--- config.mk ---
export PLATFORM = sky130hd
export DESIGN_NAME = draw_pipes_flat
export DESIGN_NICKNAME = d
export VERILOG_FILES = /design/src/rtl/draw_pipes_if.sv /design/src/rtl/draw_pipes.sv /design/src/flat_wrapper.sv
export SDC_FILE = /design/constraint.sdc
export NUM_CORES = 1
export LEC_CHECK = 0
export CAP_MARGIN = 20
export CORE_UTILIZATION = 41
export CTS_CLUSTER_DIAMETER = 40
export DETAILED_ROUTE_END_ITERATION = 10
export DONT_BUFFER_PORTS = 1
export GPL_TIMING_DRIVEN = 0
export SYNTH_ARGS = -nofsm -noshare
export SYNTH_HDL_FRONTEND = slang
export SYNTH_SLANG_ARGS = --single-unit
--- constraint.sdc ---
create_clock -name clk -period 6.4 [get_ports clk]
set_input_delay 1.28 -clock clk [delete_from_list [all_inputs] [get_ports clk]]
set_output_delay 1.28 -clock clk [all_outputs]
set_load 0.005 [all_outputs]
--- src/rtl/draw_pipes_if.sv ---
`default_nettype none
// ============================================================================
// Module      : vga_if
// Description : VGA pixel stream bundle (timing counters, syncs, blanks, RGB).
// Revision    : 1.0 - initial release
// ============================================================================
interface vga_if;
    logic [10:0] vcount;
    logic [10:0] hcount;
    logic        vsync;
    logic        hsync;
    logic        vblnk;
    logic        hblnk;
    logic [11:0] rgb;

    modport in  (input  vcount, hcount, vsync, hsync, vblnk, hblnk, rgb);
    modport out (output vcount, hcount, vsync, hsync, vblnk, hblnk, rgb);
endinterface
`default_nettype wire

--- src/rtl/draw_pipes.sv ---
`default_nettype none
// ============================================================================
// Module      : draw_pipes
// Description : Overlays scrolling pipe obstacles on the background VGA stream,
//               runs the game-state FSM, gap LFSR and score counter.
//               Optional macro PIPE_CAP_EN: darker caps on the 16 rows that
//               border each gap.
// Revision    : 1.0 - initial release
// ============================================================================
module draw_pipes #(
    parameter int          NUM_PIPES    = 3,
    parameter int          PIPE_W       = 80,
    parameter int          PIPE_SPACING = 400,
    parameter int          X_START      = 1024,
    parameter int          SPEED        = 4,
    parameter int          GAP_H        = 200,
    parameter int          GAP_MIN      = 150,
    parameter int          GROUND_Y     = 675,
    parameter logic [11:0] PIPE_RGB     = 12'h0A0
) (
    input  logic       clk,
    input  logic       rst,
    input  logic       start,
    input  logic       hit,
    vga_if.in          vin,
    vga_if.out         vout,
    output logic [7:0] score,
    output logic       running
);

    localparam logic [11:0] c_speed    = 12'(SPEED);
    localparam logic [11:0] c_wrap_add = 12'(NUM_PIPES * PIPE_SPACING - SPEED);
    localparam logic [10:0] c_gap_init = 11'(GAP_MIN + 100);
    localparam logic [10:0] c_gap_min  = 11'(GAP_MIN);
    localparam logic [12:0] c_pipe_w   = 13'(PIPE_W);
    localparam logic [11:0] c_gap_h    = 12'(GAP_H);
    localparam logic [10:0] c_ground_y = 11'(GROUND_Y);
`ifdef PIPE_CAP_EN
    localparam logic [11:0] c_cap_rgb  = 12'h060;
`endif

    typedef enum logic [1:0] {
        ST_IDLE = 2'd0,
        ST_RUN  = 2'd1,
        ST_DEAD = 2'd2
    } state_t;

    state_t      r_state;
    state_t      w_state_next;
    logic        w_reload;
    logic        w_move;
    logic        w_tick;
    logic        r_vblnk_prev;
    logic [15:0] r_lfsr;
    logic        w_lfsr_fb;
    logic [11:0] r_x   [NUM_PIPES];
    logic [10:0] r_gap [NUM_PIPES];
    logic [7:0]  w_wrap_cnt;
    logic [8:0]  w_score_sum;

    logic [NUM_PIPES-1:0] w_in_col;
    logic [NUM_PIPES-1:0] w_out_gap;
    logic                 w_draw;
    logic [11:0]          w_pipe_rgb;
`ifdef PIPE_CAP_EN
    logic [NUM_PIPES-1:0] w_in_cap;
`endif

    assign w_tick    = vin.vblnk & ~r_vblnk_prev;
    assign w_lfsr_fb = r_lfsr[15] ^ r_lfsr[13] ^ r_lfsr[12] ^ r_lfsr[10];

    // ------------------------------------------------------------------
    // Game-state FSM
    // ------------------------------------------------------------------
    always_ff @(posedge clk or posedge rst) begin
        if (rst) begin
            r_state <= ST_IDLE;
            running <= 1'b0;
        end else begin
            r_state <= w_state_next;
            running <= (w_state_next == ST_RUN);
        end
    end

    // Hit has priority over start in RUN; a start cycle never also moves pipes.
    always_comb begin
        w_state_next = r_state;
        w_reload     = 1'b0;
        w_move       = 1'b0;
        case (r_state)
            ST_IDLE: begin
                if (start) begin
                    w_state_next = ST_RUN;
                    w_reload     = 1'b1;
                end
            end
            ST_RUN: begin
                if (hit) begin
                    w_state_next = ST_DEAD;
                end else if (w_tick) begin
                    w_move = 1'b1;
                end
            end
            ST_DEAD: begin
                if (start) begin
                    w_state_next = ST_RUN;
                    w_reload     = 1'b1;
                end
            end
            default: w_state_next = ST_IDLE;
        endcase
    end

    // ------------------------------------------------------------------
    // LFSR and frame-edge detector
    // ------------------------------------------------------------------
    always_ff @(posedge clk or posedge rst) begin
        if (rst) begin
            r_lfsr       <= 16'hACE1;
            r_vblnk_prev <= 1'b0;
        end else begin
            r_lfsr       <= {r_lfsr[14:0], w_lfsr_fb};
            r_vblnk_prev <= vin.vblnk;
        end
    end

    // ------------------------------------------------------------------
    // Pipe positions, gaps and score
    // ------------------------------------------------------------------
    always_comb begin
        w_wrap_cnt = 8'd0;
        for (int i = 0; i < NUM_PIPES; i++) begin
            if (r_x[i] < c_speed) begin
                w_wrap_cnt = w_wrap_cnt + 8'd1;
            end
        end
    end

    assign w_score_sum = {1'b0, score} + {1'b0, w_wrap_cnt};

    always_ff @(posedge clk or posedge rst) begin
        if (rst) begin
            for (int i = 0; i < NUM_PIPES; i++) begin
                r_x[i]   <= 12'(X_START + i * PIPE_SPACING);
                r_gap[i] <= c_gap_init;
            end
            score <= 8'd0;
        end else if (w_reload) begin
            for (int i = 0; i < NUM_PIPES; i++) begin
                r_x[i]   <= 12'(X_START + i * PIPE_SPACING);
                r_gap[i] <= c_gap_init;
            end
            score <= 8'd0;
        end else if (w_move) begin
            for (int i = 0; i < NUM_PIPES; i++) begin
                if (r_x[i] < c_speed) begin
                    r_x[i]   <= r_x[i] + c_wrap_add;
                    r_gap[i] <= c_gap_min + {3'b000, r_lfsr[7:0]};
                end else begin
                    r_x[i]   <= r_x[i] - c_speed;
                end
            end
            score <= w_score_sum[8] ? 8'hFF : w_score_sum[7:0];
        end
    end

    // ------------------------------------------------------------------
    // Per-pipe pixel hit test
    // ------------------------------------------------------------------
    genvar gi;
    generate
        for (gi = 0; gi < NUM_PIPES; gi++) begin : g_pipe
            logic [11:0] w_gap_end;
            assign w_gap_end     = {1'b0, r_gap[gi]} + c_gap_h;
            assign w_in_col[gi]  = ({1'b0, vin.hcount} >= r_x[gi]) &&
                                   ({2'b00, vin.hcount} < ({1'b0, r_x[gi]} + c_pipe_w));
            assign w_out_gap[gi] = (vin.vcount < r_gap[gi]) ||
                                   ({1'b0, vin.vcount} >= w_gap_end);
`ifdef PIPE_CAP_EN
            assign w_in_cap[gi]  = ((vin.vcount >= (r_gap[gi] - 11'd16)) &&
                                    (vin.vcount < r_gap[gi])) ||
                                   (({1'b0, vin.vcount} >= w_gap_end) &&
                                    ({1'b0, vin.vcount} < (w_gap_end + 12'd16)));
`endif
        end
    endgenerate

    assign w_draw = (r_state != ST_IDLE) && !vin.vblnk && !vin.hblnk &&
                    (vin.vcount <= c_ground_y) && |(w_in_col & w_out_gap);

`ifdef PIPE_CAP_EN
    assign w_pipe_rgb = |(w_in_col & w_out_gap & w_in_cap) ? c_cap_rgb : PIPE_RGB;
`else
    assign w_pipe_rgb = PIPE_RGB;
`endif

    // ------------------------------------------------------------------
    // Output register stage
    // ------------------------------------------------------------------
    always_ff @(posedge clk or posedge rst) begin
        if (rst) begin
            vout.vcount <= 11'd0;
            vout.hcount <= 11'd0;
            vout.vsync  <= 1'b0;
            vout.hsync  <= 1'b0;
            vout.vblnk  <= 1'b0;
            vout.hblnk  <= 1'b0;
            vout.rgb    <= 12'd0;
        end else begin
            vout.vcount <= vin.vcount;
            vout.hcount <= vin.hcount;
            vout.vsync  <= vin.vsync;
            vout.hsync  <= vin.hsync;
            vout.vblnk  <= vin.vblnk;
            vout.hblnk  <= vin.hblnk;
            vout.rgb    <= w_draw ? w_pipe_rgb : vin.rgb;
        end
    end

endmodule
`default_nettype wire

--- src/flat_wrapper.sv ---
// flat-port wrapper written by rule: the top's interface ports become plain ports
module draw_pipes_flat 
#(
    parameter int          NUM_PIPES    = 3,
    parameter int          PIPE_W       = 80,
    parameter int          PIPE_SPACING = 400,
    parameter int          X_START      = 1024,
    parameter int          SPEED        = 4,
    parameter int          GAP_H        = 200,
    parameter int          GAP_MIN      = 150,
    parameter int          GROUND_Y     = 675,
    parameter logic [11:0] PIPE_RGB     = 12'h0A0
)
  (clk, rst, start, hit, score, running, vin_vcount, vin_hcount, vin_vsync, vin_hsync, vin_vblnk, vin_hblnk, vin_rgb, vout_vcount, vout_hcount, vout_vsync, vout_hsync, vout_vblnk, vout_hblnk, vout_rgb);
  vga_if vin_i ();
  vga_if vout_i ();
  input  logic clk;
  input  logic rst;
  input  logic start;
  input  logic hit;
  output logic [7:0] score;
  output logic running;
  input wire logic [$bits(vin_i.vcount)-1:0] vin_vcount;
  input wire logic [$bits(vin_i.hcount)-1:0] vin_hcount;
  input wire logic [$bits(vin_i.vsync)-1:0] vin_vsync;
  input wire logic [$bits(vin_i.hsync)-1:0] vin_hsync;
  input wire logic [$bits(vin_i.vblnk)-1:0] vin_vblnk;
  input wire logic [$bits(vin_i.hblnk)-1:0] vin_hblnk;
  input wire logic [$bits(vin_i.rgb)-1:0] vin_rgb;
  output wire logic [$bits(vout_i.vcount)-1:0] vout_vcount;
  output wire logic [$bits(vout_i.hcount)-1:0] vout_hcount;
  output wire logic [$bits(vout_i.vsync)-1:0] vout_vsync;
  output wire logic [$bits(vout_i.hsync)-1:0] vout_hsync;
  output wire logic [$bits(vout_i.vblnk)-1:0] vout_vblnk;
  output wire logic [$bits(vout_i.hblnk)-1:0] vout_hblnk;
  output wire logic [$bits(vout_i.rgb)-1:0] vout_rgb;
  assign vin_i.vcount = vin_vcount;
  assign vin_i.hcount = vin_hcount;
  assign vin_i.vsync = vin_vsync;
  assign vin_i.hsync = vin_hsync;
  assign vin_i.vblnk = vin_vblnk;
  assign vin_i.hblnk = vin_hblnk;
  assign vin_i.rgb = vin_rgb;
  assign vout_vcount = vout_i.vcount;
  assign vout_hcount = vout_i.hcount;
  assign vout_vsync = vout_i.vsync;
  assign vout_hsync = vout_i.hsync;
  assign vout_vblnk = vout_i.vblnk;
  assign vout_hblnk = vout_i.hblnk;
  assign vout_rgb = vout_i.rgb;
  draw_pipes #(.NUM_PIPES(NUM_PIPES), .PIPE_W(PIPE_W), .PIPE_SPACING(PIPE_SPACING), .X_START(X_START), .SPEED(SPEED), .GAP_H(GAP_H), .GAP_MIN(GAP_MIN), .GROUND_Y(GROUND_Y), .PIPE_RGB(PIPE_RGB)) u_core (.clk(clk), .rst(rst), .start(start), .hit(hit), .vin(vin_i), .vout(vout_i), .score(score), .running(running));
endmodule
==> results of run 1 <==
## power by group
part / switching, µW / internal [µW]
Clock: 402 / 549
Combinational: 255 / 168
Sequential: 45.6 / 824
Total: 703 / 1540
## kinds of logic (layout without fill, tap and decap cells)
kind of cell / after synthesis / after routing / share of synthesized area
AOI/OAI and AO/OA: 195 / 195 / 0.152
xor gates and xnor gates: 55 / 55 / 0.0614
adders and majority gates: 123 / 123 / 0.197
buffers and inverters: 111 / 144 / 0.0544
DFF: 122 / 122 / 0.395
muxes: 2 / 2 / 0.00271
and+or+nand+nor: 216 / 216 / 0.138
## placed cells by master, fill, tap and decap left out, drive strengths merged, types with 21 or more instances in the layout
cell type	netlist	final
xnor2	46	46
nand2	47	47
nor2	57	57
clkbuf	20	37
nand3	21	21
dfrtp	87	87
inv	86	96
a21oi	52	52
o21ai	61	61
ha	120	120
dfstp	35	35
## path summary, 6_finish.rpt
kind,to,slack [ns],depth (start not counted)
setup / recovery,u_core.score[3],2.52,15
hold / removal,u_core.r_lfsr[15],0.35,0
setup reg to reg,u_core.score[3],2.52,15
hold reg to reg,u_core.r_lfsr[15],0.35,0
max in group asynchronous,u_core.r_gap[1],4.91,2
min in group asynchronous,u_core.vout.vsync,0.72,1
## area by class of cell
| type | instances | area share |
|---|---|---|
| timing repair buffer | 1 | 0.00315 |
| sequential | 122 | 0.354 |
| tap | 234 | 0.0335 |
| multi-input combinational | 591 | 0.494 |
| buffer | 24 | 0.0109 |
| inverter | 87 | 0.0385 |
| clock buffer | 17 | 0.0486 |
| clock inverter | 15 | 0.0174 |
## registers in the layout, indices dropped and copies added, names as in the netlist
name,count
u_core.vout.vsync,1
u_core.score,8
u_core.vout.rgb,12
u_core.r_lfsr,16
u_core.r_state,2
u_core.r_gap,27
u_core.vout.hsync,1
u_core.r_x,30
u_core.running,1
u_core.vout.hblnk,1
u_core.r_vblnk_prev,1
u_core.vout.vcount,11
u_core.vout.hcount,11
## layer usage
| metal | track usage | up-vias | routed length (µm) | part of all wire |
|---|---|---|---|---|
| li1 | - | 2956 | - | - |
| met4 | 0.0613 | 0 | 257 | 0.014 |
| met5 | 0 | - | 0 | 0 |
| met2 | 0.305 | 129 | 8070 | 0.44 |
| met3 | 0.0410 | 18 | 809 | 0.044 |
| met1 | 0.280 | 2796 | 9160 | 0.50 |
## metrics by stage
| stage | power (µW) | util | setup slack [ns] | cell area [µm²] |
|---|---|---|---|---|
| 2_1_floorplan | 1190 | - | 1.94 | 7850 |
| 3_3_place_gp | 1300 | 0.435 | 0.388 | 8140 |
| 3_5_place_dp | 1310 | 0.437 | 2.54 | 8170 |
| 4_1_cts | 2270 | 0.468 | 2.51 | 8750 |
| 5_1_grt | 2370 | 0.468 | 2.22 | 8750 |
| 6_report | 2240 | 0.468 | 2.52 | 8750 |
==> results_dict.tcl, run 1 <==
set metrics [dict create \
    yosys.area.top_type "dfrtp_1" \
    drive_gt1_frac 0.103 \
    holdBufCountCts 0 \
    antenna_left 0 \
    min_period_over_period 0.607 \
    cp_top_family "simple AND/OR/NAND/NOR gates" \
    ys_seq_area_frac 0.395 \
    post-dp-hpwl_um 13700 \
    crit_slowest_cell "or4_4" \
    design.core.area_um2 18700 \
    firstDrtPassIters 4 \
    dp.cells 1059 \
    wl_per_cell_um 16.8 \
    fmax_ghz 0.257 \
    synth_edf_count 0 \
    clk_pin_slew_ns 0.07 \
    hp-class "register to register" \
    cts_resized 0 \
    clock_sinks 122 \
    ctsRootBufferMaster "clkbuf_16" \
    regArea_um2 3100 \
    num_rows 50 \
    cp-start-kind "register" \
    syn-cell-area_um2 7850 \
    status "finished clean" \
    htreeDepth 4 \
    die_area_um2 19700 \
    drc 0 \
    critPathMaxStageDelay_ns 0.57 \
    routabilityCongestion 0.814 \
    grt_max_degree 83 \
    holdCritStartpoint "u_core.r_lfsr[14]" \
    worstPathMaxFanout 8 \
    worst_ep_arrival_time_ns 4.21 \
    io_pins 89 \
    worst_pin_slew_ns 1.02 \
    cp_common_cell "ha_1" \
    die_h_um 140 \
    synth_area_per_cell_um2 9.53 \
    yosys_warnings 0 \
    viasPerCell 5.41 \
    cp-startpoint "u_core.r_x[28]" \
    required_ns 6.72 \
    synth_top_area_share 0.277 \
    vias 5899 \
    clock_skew_ns 0.0108 \
    diodes 0 \
    nNetsFinal 1007 \
    reg2reg_from "u_core.r_x[28]" \
    critical_path_class "register to register" \
    drv_slew 0 \
    leakage_uw 0.00417 \
    crit_buf_inv 3 \
    vdd_drop_max_mv 0.189 \
    yosys.cell_count.top_type "ha_1" \
    p_per_area_nw_per_um2 256 \
    slew_headroom 0.318 \
    area_delta_synth_final_pct 11.5 \
    crit_chain "inv_1 > ha_1 > inv_1 > o21ai_0 > or4_4 > ha_1 > xnor2_1 > ha_1 > fa_1 > a21oi_1 > or3b_2 > clkbuf_1 > a21oi_1 > nor2_1 > a311oi_1" \
    grt_pass1_wl_um 30300 \
    antenna_found_initial 0 \
    synth_area_leaders "dfrtp_1 28%, ha_1 19%, dfstp_2 12%" \
    finalSetupViolCount 0 \
    finalCriticalPeriod_ns 3.88 \
    yosysUniqueCellTypes 61 \
    syn_nets 987 \
    clk_path_buf_depth 2 \
    initial_core_util 0.420 \
    fin_setup_tns_ns 0 \
    gr-total-overflow 0 \
    synth_cells 824 \
    hold_viol 0 \
    clock_latency_ns 0.42 \
    crit_path_end_kind "register" \
    cap_violations 0 \
    synth_common_cells "120 x ha_1, 87 x dfrtp_1, 85 x inv_1" \
    synthArstFlopShare 1.00 \
    drt_wl_total_um 18300 \
    fillers 1767 \
    grt_pass1_vias 5671 \
    ys_ff_latch 122 \
    layout.cells.non_filler 1091 \
    cts_tree "done" \
    drt_iter0_drc 288 \
    cts_made_buffers 17 \
    rsz0062_at_grt "false" \
    holdWs_ns 0.353 \
    grt.total_usage 0.199 \
    synth_flop_cell "dfrtp_1" \
    port_buffers 0 \
    cts_setup_buffers 0 \
    multiInputGateArea_um2 4330 \
    die_x_um 140 \
]
Note: power is estimated with default switching activity, not from simulation.
==> run 2, diff against run 1 <==
Clock period 6.4 ns to 3.68 ns, I/O delays scaled along.
==> run 2 against run 1 <==
  * Sequential power increased by 74%
  * First-iteration DRC count increased by 2.1%
  * Sequential share of layout area decreased by 0.42 points
  * Die area unchanged
  * Highest routed layer is now met5
==> results_dict.tcl, run 2 (same netlist as run 1, synthesis figures left out) <==
set metrics [dict create \
    status "finished clean" \
    largest_reg_flops 30 \
    critical_path_class "register to register" \
    leakage_uw 0.00422 \
    clk_pin_slew_ns 0.06 \
    rsz0062_at_grt "false" \
    grt.total_usage 0.208 \
    cp-start-kind "register" \
    min_period_over_period 0.946 \
    die_h_um 140 \
    reg2regPathDepth 13 \
    initial_core_util 0.420 \
    clock_sinks 122 \
    cp_top_family "simple AND/OR/NAND/NOR gates" \
    cts_tree "done" \
    utilization 0.474 \
    diodes 0 \
    grt_pass1_wl_um 31400 \
    grt_pass1_vias 5948 \
    drv_slew 0 \
    area_delta_synth_final_pct 13.0 \
    design.core.area_um2 18700 \
    required_ns 4.03 \
    hp-class "input pin to async pin" \
    grt_max_degree 37 \
    top_regs "u_core.r_x: 30 flops, u_core.r_gap: 27 flops, u_core.r_lfsr: 16 flops" \
    die_area_um2 19700 \
    r2r_slack_ns 0.20 \
    crit_slowest_cell "dfrtp_2" \
    crit_buf_inv 0 \
    holdBufCountCts 0 \
    finalCriticalPeriod_ns 3.48 \
    die_x_um 140 \
    vias 5991 \
    crit_chain "or3_1 > or4_4 > or2_4 > ha_1 > xnor2_2 > ha_2 > fa_2 > a21oi_2 > nor2_1 > nand4_1 > nor2_1 > mux2_2 > nor2_1" \
    antenna_left 0 \
    r2r-end "u_core.score[6]" \
    crit_path_end_kind "register" \
    ctsRootBufferMaster "clkbuf_16" \
    routabilityCongestion 0.815 \
    clk_path_buf_depth 2 \
    fmax_ghz 0.287 \
    antenna_found_initial 1 \
    clock_skew_ns 0.0123 \
    cp_common_cell "nor2_1" \
    firstDrtPassIters 5 \
    num_rows 50 \
    viasPerCell 5.47 \
    clock_latency_ns 0.43 \
    p_per_area_nw_per_um2 450 \
    drc 0 \
    gr-total-overflow 0 \
    htreeDepth 4 \
    worst_ep_arrival_time_ns 3.83 \
    vdd_drop_max_mv 0.398 \
    port_buffers 0 \
    reg2reg_from "u_core.r_x[21]" \
    wl_per_cell_um 17.5 \
    drt_iter0_drc 294 \
    regMostFlops "u_core.r_x" \
    critPathMaxStageDelay_ns 0.45 \
    worst_pin_slew_ns 1.04 \
    nNetsFinal 1011 \
    drive_gt1_frac 0.122 \
    cts_made_buffers 17 \
    io_pins 89 \
    finalSetupViolCount 0 \
    cap_violations 0 \
    holdWs_ns 0.226 \
    slew_headroom 0.304 \
    worstPathMaxFanout 6 \
    fillers 1758 \
    final_cell_mix "119 x ha_1, 84 x inv_1, 84 x dfrtp_1" \
    final_common_cell "ha_1" \
    post-dp-hpwl_um 14100 \
    hold_viol 0 \
    drt_wl_total_um 19100 \
]
-- run 2: changes by cell type in the layout (fill, tap and decap cells not counted), sizes merged --
| cell | before | now |
|---|---|---|
| clkinvlp | 4 | 3 |
| clkinv | 1 | 8 |
| clkbuf | 37 | 36 |
| bufinv | 1 | 2 |
| buf | 5 | 11 |
| inv | 96 | 88 |
-- run 2: metal layers --
layer / GRT usage / vias up / share of wire
met2: 0.331 / 148 / 0.45
li1: - / 2954 / -
met4: 0.0654 / 2 / 0.015
met5: 0 / - / 0.00068
met1: 0.277 / 2867 / 0.48
met3: 0.0530 / 20 / 0.050
-- run 2: through the flow --
step                      setup slack (ns)  std cells  instance area (µm²)  power [µW]  TNS, ns
final                                0.197       1095                 8870        3990        0
after CTS                           0.0367       1092                 8810        4020        0
after floorplan                      0.196        824                 7850        2070        0
after global placement              -0.182       1058                 8150        2250   -0.364
after global routing                0.0229       1095                 8870        4210        0
after detailed placement            -0.243       1061                 8210        2280   -0.480
-- run 2: area by class of cell --
| cell class | count | area [µm²] | area share |
|---|---|---|---|
| multi-input combinational | 591 | 4360 | 0.491 |
| sequential | 122 | 3100 | 0.350 |
| clock buffer | 18 | 439 | 0.0495 |
| inverter | 87 | 335 | 0.0378 |
| tap | 234 | 293 | 0.0330 |
| clock inverter | 14 | 165 | 0.0186 |
| timing repair buffer | 7 | 90.1 | 0.0102 |
| buffer | 22 | 87.6 | 0.00988 |
-- run 2: worst max-delay path by stage --
stage,start,to,slack [ns],depth (start not counted)
finish,u_core.r_x[21],u_core.score[6],0.20,13
CTS,u_core.r_x[21],u_core.score[6],0.04,13
detailed placement,u_core.r_x[28],u_core.score[3],-0.24,15
floorplan,u_core.r_x[21],u_core.score[3],0.20,13
global placement,u_core.r_x[28],u_core.score[3],-0.18,15
global route,u_core.r_x[21],u_core.score[3],0.02,12
-- run 2: power breakdown --
| group | total [µW] | leakage (µW) | internal [µW] | switching (µW) |
|---|---|---|---|---|
| logic | 761 | 0.00246 | 307 | 453 |
| registers | 1510 | 0.00148 | 1430 | 81.2 |
| clock network | 1710 | 0.000289 | 1030 | 683 |
-- run 2: timing repair --
item / CTS / global route
cloned: 0 / 0
setup buffers: 0 / 4
gates resized for setup: 2 / 10
pin swaps: 0 / 4
endpoints found under the setup margin: 5 / 5
hold endpoints to repair: 0 / 0
